$ cat src/rtl/seq_pkg.sv
// Shared definitions for the program sequencer and the 9-bit proc core:
// sequencer state encoding and the instruction opcode field.
package seq_pkg;

    typedef enum logic [2:0] {
        IDLE  = 3'd0,
        ISSUE = 3'd1,
        DATA  = 3'd2,
        WAIT  = 3'd3,
        HALT  = 3'd4
    } state_t;

    localparam logic [2:0] OP_MV   = 3'b000;
    localparam logic [2:0] OP_MVI  = 3'b001;
    localparam logic [2:0] OP_ADD  = 3'b010;
    localparam logic [2:0] OP_SUB  = 3'b011;
    localparam logic [2:0] OP_HALT = 3'b111;

    localparam int OPC_MSB = 8;
    localparam int OPC_LSB = 6;

    // Extract the opcode field from a 9-bit instruction word.
    function automatic logic [2:0] opcodeOf(input logic [8:0] word);
        return word[OPC_MSB:OPC_LSB];
    endfunction

endpackage

$ cat src/rtl/prog_sequencer_if.sv
// Bundle of the sequencer's ROM bus, proc handshake and status signals.
// master = the sequencer, slave = the ROM / proc / control side.
interface prog_sequencer_if #(
    parameter int AW    = 5,
    parameter int CNT_W = 16
);
    logic             Start;
    logic             Done;
    logic [8:0]       mem_q;
    logic [AW-1:0]    mem_addr;
    logic [8:0]       DIN;
    logic             Run;
    logic             Busy;
    logic             Halted;
    logic [AW-1:0]    pc;
    logic [CNT_W-1:0] instr_count;

    modport master (
        input  Start, Done, mem_q,
        output mem_addr, DIN, Run, Busy, Halted, pc, instr_count
    );

    modport slave (
        output Start, Done, mem_q,
        input  mem_addr, DIN, Run, Busy, Halted, pc, instr_count
    );
endinterface

$ cat src/rtl/seq_pc.sv
// Program counter: AW-bit register with load-zero and increment.
// pc_next_o is exposed so the ROM can be addressed one cycle early,
// hiding the ROM's registered read latency.
module seq_pc #(
    parameter int AW = 5
) (
    input  logic          Clock,
    input  logic          Resetn,
    input  logic          loadZero_i,
    input  logic          incr_i,
    output logic [AW-1:0] pc_o,
    output logic [AW-1:0] pc_next_o
);
    logic [AW-1:0] pc_q;
    logic [AW-1:0] pc_d;

    // Next pc: load-zero wins over increment; increment wraps modulo 2**AW.
    always_comb begin
        pc_d = pc_q;
        if (loadZero_i) begin
            pc_d = '0;
        end else if (incr_i) begin
            pc_d = pc_q + AW'(1);
        end
    end

    // pc register with asynchronous active-low reset.
    always_ff @(posedge Clock or negedge Resetn) begin
        if (!Resetn) begin
            pc_q <= '0;
        end else begin
            pc_q <= pc_d;
        end
    end

    assign pc_o      = pc_q;
    assign pc_next_o = pc_d;

endmodule

$ cat src/rtl/prog_sequencer.sv
// Instruction feeder for the 9-bit proc core. Fetches words from a
// synchronous ROM, issues them with Run, supplies the mvi immediate,
// waits for Done, counts retired instructions and stops on a HALT word.
module prog_sequencer
    import seq_pkg::*;
#(
    parameter int AW    = 5,
    parameter int CNT_W = 16
) (
    input  logic                Clock,
    input  logic                Resetn,
    prog_sequencer_if.master    bus
);
    state_t           state_q;
    state_t           state_d;
    logic [CNT_W-1:0] count_q;
    logic [CNT_W-1:0] count_d;

    logic             runNext;
    logic             loadZero;
    logic             incrPc;
    logic             countInc;
    logic             countClr;
    logic [2:0]       opcode;
    logic [AW-1:0]    pcNow;
    logic [AW-1:0]    pcNext;

    assign opcode = opcodeOf(bus.mem_q);

    seq_pc #(.AW(AW)) u_pc (
        .Clock      (Clock),
        .Resetn     (Resetn),
        .loadZero_i (loadZero),
        .incr_i     (incrPc),
        .pc_o       (pcNow),
        .pc_next_o  (pcNext)
    );

    // Next-state and control decode; the ROM word on mem_q is always mem[pc].
    always_comb begin
        state_d  = state_q;
        runNext  = 1'b0;
        loadZero = 1'b0;
        incrPc   = 1'b0;
        countInc = 1'b0;
        countClr = 1'b0;
        unique case (state_q)
            IDLE: begin
                if (bus.Start) begin
                    loadZero = 1'b1;
                    state_d  = ISSUE;
                end
            end
            ISSUE: begin
                if (opcode == OP_HALT) begin
                    state_d = HALT;
                end else begin
                    runNext = 1'b1;
                    incrPc  = 1'b1;
                    state_d = (opcode == OP_MVI) ? DATA : WAIT;
                end
            end
            DATA: begin
                incrPc = 1'b1;
                if (bus.Done) begin
                    countInc = 1'b1;
                    state_d  = ISSUE;
                end else begin
                    state_d  = WAIT;
                end
            end
            WAIT: begin
                if (bus.Done) begin
                    countInc = 1'b1;
                    state_d  = ISSUE;
                end
            end
            HALT: begin
                if (bus.Start) begin
                    loadZero = 1'b1;
                    countClr = 1'b1;
                    state_d  = ISSUE;
                end
            end
            default: begin
                state_d = IDLE;
            end
        endcase
    end

    // Retired-instruction counter next value; wraps modulo 2**CNT_W.
    always_comb begin
        count_d = count_q;
        if (countClr) begin
            count_d = '0;
        end else if (countInc) begin
            count_d = count_q + CNT_W'(1);
        end
    end

    // State and counter registers; reset returns to IDLE at once.
    always_ff @(posedge Clock or negedge Resetn) begin
        if (!Resetn) begin
            state_q <= IDLE;
            count_q <= '0;
        end else begin
            state_q <= state_d;
            count_q <= count_d;
        end
    end

    assign bus.mem_addr    = pcNext;
    assign bus.DIN         = bus.mem_q;
    assign bus.Run         = runNext;
    assign bus.Busy        = (state_q == ISSUE) || (state_q == DATA) || (state_q == WAIT);
    assign bus.Halted      = (state_q == HALT);
    assign bus.pc          = pcNow;
    assign bus.instr_count = count_q;

endmodule
$ cat src/flat_wrapper.sv
// flat-port wrapper written by rule: the top's interface ports become plain ports
module prog_sequencer_flat import seq_pkg::*;
#(
    parameter int AW    = 5,
    parameter int CNT_W = 16
)
  (Clock, Resetn, bus_Start, bus_Done, bus_mem_q, bus_mem_addr, bus_DIN, bus_Run, bus_Busy, bus_Halted, bus_pc, bus_instr_count);
  prog_sequencer_if #(.AW(AW), .CNT_W(CNT_W)) bus_i ();
  input  logic Clock;
  input  logic Resetn;
  input wire logic [$bits(bus_i.Start)-1:0] bus_Start;
  input wire logic [$bits(bus_i.Done)-1:0] bus_Done;
  input wire logic [$bits(bus_i.mem_q)-1:0] bus_mem_q;
  output wire logic [$bits(bus_i.mem_addr)-1:0] bus_mem_addr;
  output wire logic [$bits(bus_i.DIN)-1:0] bus_DIN;
  output wire logic [$bits(bus_i.Run)-1:0] bus_Run;
  output wire logic [$bits(bus_i.Busy)-1:0] bus_Busy;
  output wire logic [$bits(bus_i.Halted)-1:0] bus_Halted;
  output wire logic [$bits(bus_i.pc)-1:0] bus_pc;
  output wire logic [$bits(bus_i.instr_count)-1:0] bus_instr_count;
  assign bus_i.Start = bus_Start;
  assign bus_i.Done = bus_Done;
  assign bus_i.mem_q = bus_mem_q;
  assign bus_mem_addr = bus_i.mem_addr;
  assign bus_DIN = bus_i.DIN;
  assign bus_Run = bus_i.Run;
  assign bus_Busy = bus_i.Busy;
  assign bus_Halted = bus_i.Halted;
  assign bus_pc = bus_i.pc;
  assign bus_instr_count = bus_i.instr_count;
  prog_sequencer #(.AW(AW), .CNT_W(CNT_W)) u_core (.Clock(Clock), .Resetn(Resetn), .bus(bus_i));
endmodule
$ cat config.mk
export PLATFORM = sky130hd
export DESIGN_NAME = prog_sequencer_flat
export DESIGN_NICKNAME = d
export VERILOG_FILES = /design/src/rtl/seq_pkg.sv /design/src/rtl/prog_sequencer_if.sv /design/src/rtl/seq_pc.sv /design/src/rtl/prog_sequencer.sv /design/src/flat_wrapper.sv
export SDC_FILE = /design/constraint.sdc
export NUM_CORES = 1
export LEC_CHECK = 0
export BUFFER_PORTS_ARGS = -buffer_cell sky130_fd_sc_hd__buf_2
export CAP_MARGIN = 30
export CORE_MARGIN = 4
export CORE_UTILIZATION = 48
export DETAILED_ROUTE_END_ITERATION = 6
export PLACE_DENSITY = 0.78
export REMOVE_ABC_BUFFERS = 1
export SETUP_SLACK_MARGIN = 0.4
export SLEW_MARGIN = 0
export SYNTH_ARGS = -nofsm -noshare
export SYNTH_HDL_FRONTEND = slang
export SYNTH_SLANG_ARGS = --single-unit
$ cat constraint.sdc
create_clock -name Clock -period 2.14 [get_ports Clock]
set_input_delay 0.107 -clock Clock [delete_from_list [all_inputs] [get_ports Clock]]
set_output_delay 0.107 -clock Clock [all_outputs]
set_load 0.02 [all_outputs]
### After elaboration in Yosys (flattened, before gate mapping)

Index checks and enable logic that the tools add are counted.

* output and inout bits: 38
* input bits: 13
* register bits: 24
* logic and storage cells: 38

* reductions and logical operators: 7
* add/sub/neg operators: 2
* muxes and demuxes: 18
* eq/ne operators: 8

Operators by type and width (number)
* two-way mux 16 bit: 2
* adder 16 x 1 -> 16 bit (second input constant): 1
* one-hot mux 3 bit (4 select lines): 1
* two-way mux 5 bit: 2
* two-way mux 3 bit: 3
* two-way mux 1 bit: 8
* equality test 3 x 1 -> 1 bit (second input constant): 2
* equality test 3 x 2 -> 1 bit (second input constant): 2
* equality test 3 bit (second input constant): 2
* adder 5 x 1 -> 5 bit (second input constant): 1
* OR reduction 2 bit: 2
* logical NOT 3 bit: 1
* logical OR 1 bit: 2
* two-way mux 2 bit: 1
* inequality test 2 x 1 -> 1 bit (second input constant): 1
* inequality test 2 bit (second input constant): 1
* one-hot mux 1 bit (2 select lines): 1
* AND reduction 2 bit: 1
* nonzero test 2 bit: 1

### Logic depth before layout (Yosys ltp)

* word-level depth: 5
* gate-level depth with buffers: 5
* depth with buffers taken out: 5

### Cells and area by module

From an unflattened synthesis, not the netlist that was laid out.

* cell total of the unflattened synthesis: 151
* area, all modules: 1387.6 um^2

Modules (own cells, without submodules)
* prog_sequencer: times used 1, area an instance 1134.8 um^2, cells each 129
* seq_pc: times used 1, area an instance 252.7 um^2, cells each 22

### Least setup slack after synthesis

Ideal clock, no wire load.

* path type: register -> register
* from: reg u_core.state_q[0]
* to: reg u_core.u_pc.pc_q[4], in the netlist u_core.u_pc.pc_o[4]
* buffers on the path: 1
* clock period less this slack: 1764 ps
* cell stages (with the launch flop): 5
* setup time: 191 ps
* required time: 1949 ps
* path slack: 376 ps
* arrival: 1573 ps
* cell sequence: dfrtp_1 -> clkbuf_1 -> nor3b_1 -> a21oi_1 -> o31ai_1

* cells in the longest elaborated chain, start to end: 4

RTL lines
* start, declared: line prog_sequencer.sv:14 `state_t state_q;`
* start signal, assigned: line prog_sequencer.sv:107 `state_q <= state_d;`
* equality test 3 x 2 -> 1 bit (tied with other cells): line prog_sequencer.sv:47 `unique case (state_q)`
* one-hot mux 1 bit (2 select lines) or OR reduction 2 bit (tied branches)
* two-way mux 5 bit or two-way mux 1 bit (tied branches)
* two-way mux 5 bit *: line seq_pc.sv:20 `if (loadZero_i) begin`
* via bus_mem_addr[4]: line flat_wrapper.sv:14 `output wire logic [$bits(bus_i.mem_addr)-1:0] bus_mem_addr;`
* end signal, assigned: line seq_pc.sv:32 `pc_q <= pc_d;`
* end, declared: line seq_pc.sv:14 `logic [AW-1:0] pc_q;`

The timed path passes the listed nets; every way through them passes the cells marked *.
A chain may end at the register's enable or synchronous reset.

### Worst setup path after layout

* from: reg u_core.state_q[2]
* to: out bus_mem_addr[4]

* cells in the longest elaborated chain, start to end: 4

RTL lines (line)
* equality test 3 x 2 -> 1 bit (tied with other cells): prog_sequencer.sv:47
* one-hot mux 1 bit (2 select lines) or OR reduction 2 bit (tied branches)
* two-way mux 5 bit or two-way mux 1 bit (tied branches)
* two-way mux 5 bit *: seq_pc.sv:20
* end, declared: flat_wrapper.sv:14

Mark *: on every way between the ends. The rest lies on a longest branch, timed or not.

==> run metrics <==
Synth warnings 0; Starting Density 0.502; final wirelength around 3500 µm; die width around 60 µm; headroom to the max-slew limit 0.639; critical path's top delay family compound AO/OA/AOI/OAI gates; DP Area 1530 µm²; Sw Pwr 0.00100 W; Clock power frac 0.144; post-synthesis simple-gate area fraction 0.255; Reg2Reg Depth 5; Area Overhead vs Synth 33.6%; Avg Cell Area, Syn 9.40 µm²; final setup vio count 0; largest net degree at the start of global routing 25; Die H slightly above 60 µm; Worst-Margin Slew 542 ps; initial antenna violation count 0; crit path DAT roughly 1800 ps; row cnt 19; minimum clock period approximately 1900 ps; vias per cell slightly below 6; Max Cap Violations 0; RSZ-0062 raised after global routing yes; Synth Area in XOR/XNOR 0.0638; internal power 0.00134 W; Synth Area in Compound Gates 0.149; Total GRT Usage 0.189; power per cell area around 1300 nW/µm²; Yosys top cell by area dfrtp_1; antenna viol nets, final 0; commonest cells in the synthesized netlist 24 x dfrtp_1, 13 x a21oi_1, 12 x nor2_1; Final Hold Fails 0; Logic pwr share 0.552; diode count 0; Clock Sinks 24; 1st-pass router iterations 4; post-route setup TNS 0 ps; LEAKAGE 0.841 nW; number of flops mapped to enable cells by yosys 0; Netlist Area Pre-Place 1370 µm²; gr ovfl total 0; worst hold path depth 3; number of global-route vias before repair about 1300; maximum level of the CTS H-tree 1; post-synthesis mux area share 0; sequential-to-total area share from yosys stat 0.438; Final #Nets about 210; number of cells on the critical path 6; Hold/Removal Path Class in2reg; port bufs 38; Root Buffer clkbuf_4; Fin Clk Skew 1.09 ps; Final Instance Area approximately 1800 µm²; CP max stage cell dfrtp_1; top cell type's share of synthesized area 0.438; Crit Path Category reg2out; die area between 3000 and 4000 µm²; Synth Flop Type dfrtp_1; maximum vdd drop approximately 1.0 mV; CP Max Fanout 7; Area contributors post-synth dfrtp_1 44%, buf_4 5.5%, a21oi_1 4.7%, xor2_1 3.8%, nor2_1 3.3%; HPWL Detailed around 2300 µm; layout cells sized above 1 0.435; first-pass GRT wire length approximately 5500 µm; switch share 0.429; FFs w/ async S/R, synth 1.00; Reg clk slew, reported paths 140 ps; max-slew violations 0; GP Congestion between 0.8 and 0.9; Max Clock Freq approximately 530 MHz; Ports around 50; Reg power frac 0.304; worst path bufs/invs 2; Startpoint Class flip-flop; Yosys reg bits 24; crit-path cells buf_6 -> nor3b_4 -> a21oi_4 -> o211ai_1 -> o31ai_2 -> buf_4; status complete, no violations; Synth Area in Adders 0.0182; Inserted Clock Buffers 3; maximum clock path buffer count 2; Synth cell types 36; Tcrit/Tclk final 0.880; main combinational cell family by area after synthesis simple AND/OR/NAND/NOR gates; CTS tree yes; most common cell in the netlist dfrtp_1; Vias between 1000 and 1500; Initial DRC Count 51; Clock Latency Late Sink ~320 ps; Synth Instances about 150; core area approximately 2700 µm²; slowest stage delay, CP between 400 and 500 ps; DRC 0; Critical Path End Type primary output; per-cell routed wire length between 15 and 20 µm; WP data required 2030 ps
==> placed cells by master (no fill, tap or decap), types with 3 or more instances in the layout <==
| cell | netlist | final |
|---|---|---|
| a21oi_1 | 13 | 9 |
| a21oi_2 | 0 | 3 |
| and3_1 | 4 | 4 |
| buf_2 | 2 | 33 |
| buf_4 | 10 | 19 |
| buf_6 | 0 | 3 |
| clkbuf_4 | 0 | 3 |
| dfrtp_1 | 24 | 22 |
| nand2_1 | 9 | 9 |
| nand3_1 | 7 | 7 |
| nand4_1 | 3 | 3 |
| nor2_1 | 12 | 10 |
| o211ai_1 | 3 | 3 |
| o21ai_0 | 6 | 6 |
| o31ai_1 | 6 | 3 |
| o31ai_2 | 0 | 3 |
| or3_1 | 4 | 4 |
| xnor2_1 | 4 | 4 |
| xor2_1 | 6 | 6 |
==> path summary, 6_finish.rpt <==
path,from,end,slack (ps)
setup / recovery,u_core.state_q[2]$_DFFE_PN0P_,bus_mem_addr[4],260
hold / removal,bus_Done,u_core.state_q[1]$_DFFE_PN0P_,60
setup reg to reg,u_core.state_q[1]$_DFFE_PN0P_,u_core.bus.instr_count[11]$_DFFE_PN0P_,460
hold reg to reg,u_core.u_pc.pc_o[4]$_DFF_PN0_,u_core.u_pc.pc_o[4]$_DFF_PN0_,560
max in group asynchronous,Resetn,u_core.bus.instr_count[3]$_DFFE_PN0P_,1470
min in group asynchronous,Resetn,u_core.bus.instr_count[2]$_DFFE_PN0P_,280
==> sequential cells by signal (all words and copies together), names as in the netlist <==
signal	count
u_core.bus.instr_count	16
u_core.u_pc.pc_o	5
u_core.state_q	3
==> area by class of cell <==
cell class	instances	area (µm²)
Fill cell	214	900
Tap cell	31	38.8
Multi-Input combinational cell	105	766
Clock buffer	3	22.5
Inverter	2	7.51
Sequential cell	24	603
Clock inverter	1	30.0
Timing Repair Buffer	58	367
==> metal layers <==
layer  vias up  GRT usage  wire, µm  share of wire
met4         0     0.0606        28         0.0080
met3         4     0.0461       226          0.064
li1        611          -         -              -
met2        60      0.332      1830           0.52
met5         -          0         0              0
met1       631      0.228      1440           0.41
==> worst reg2reg max path, delay by kind of cell (launching register included) <==
kind | cells | cell delay (ps)
buffers and inverters | 1 | 140
and+or+nand+nor | 2 | 850
AOI/OAI and AO/OA | 2 | 210
DFF | 1 | 420
==> power groups by stage <==
stage / sequential (W) / combinational (W) / clock, W
after floorplan: 0.000806 / 0.000492 / 0
after global placement: 0.000700 / 0.000890 / 0
after detailed placement: 0.000712 / 0.000903 / 0
after CTS: 0.000698 / 0.00115 / 0.000342
after global routing: 0.000729 / 0.00138 / 0.000360
final: 0.000710 / 0.00129 / 0.000338
==> metrics by stage <==
step	utilization	std cells	hold WS, ps	setup slack [ps]	power (W)
finish	0.671	224	56.1	256	0.00234
global route	0.671	224	70.9	192	0.00247
CTS	0.637	218	5.34	308	0.00218
detailed placement	0.559	203	128	247	0.00162
global placement	0.559	203	116	315	0.00159
floorplan	-	131	-189	243	0.00130
==> timing repair <==
item                                   CTS  global route
setup endpoints to repair               10             9
buffers inserted                        10             5
resized for setup                       20            12
hold buffers                             1             1
endpoints found under the hold margin   24             1
pin swaps                                4             8
==> kinds of logic (layout without fill, tap and decap cells) <==
| logic type | count (synthesis) | count (layout) |
|---|---|---|
| buffers and inverters | 17 | 64 |
| and+or+nand+nor | 61 | 61 |
| xor gates and xnor gates | 10 | 10 |
| DFF | 24 | 24 |
| adders and majority gates | 2 | 2 |
| AOI/OAI and AO/OA | 32 | 32 |
No activity file was read; power rests on OpenSTA's default activity.
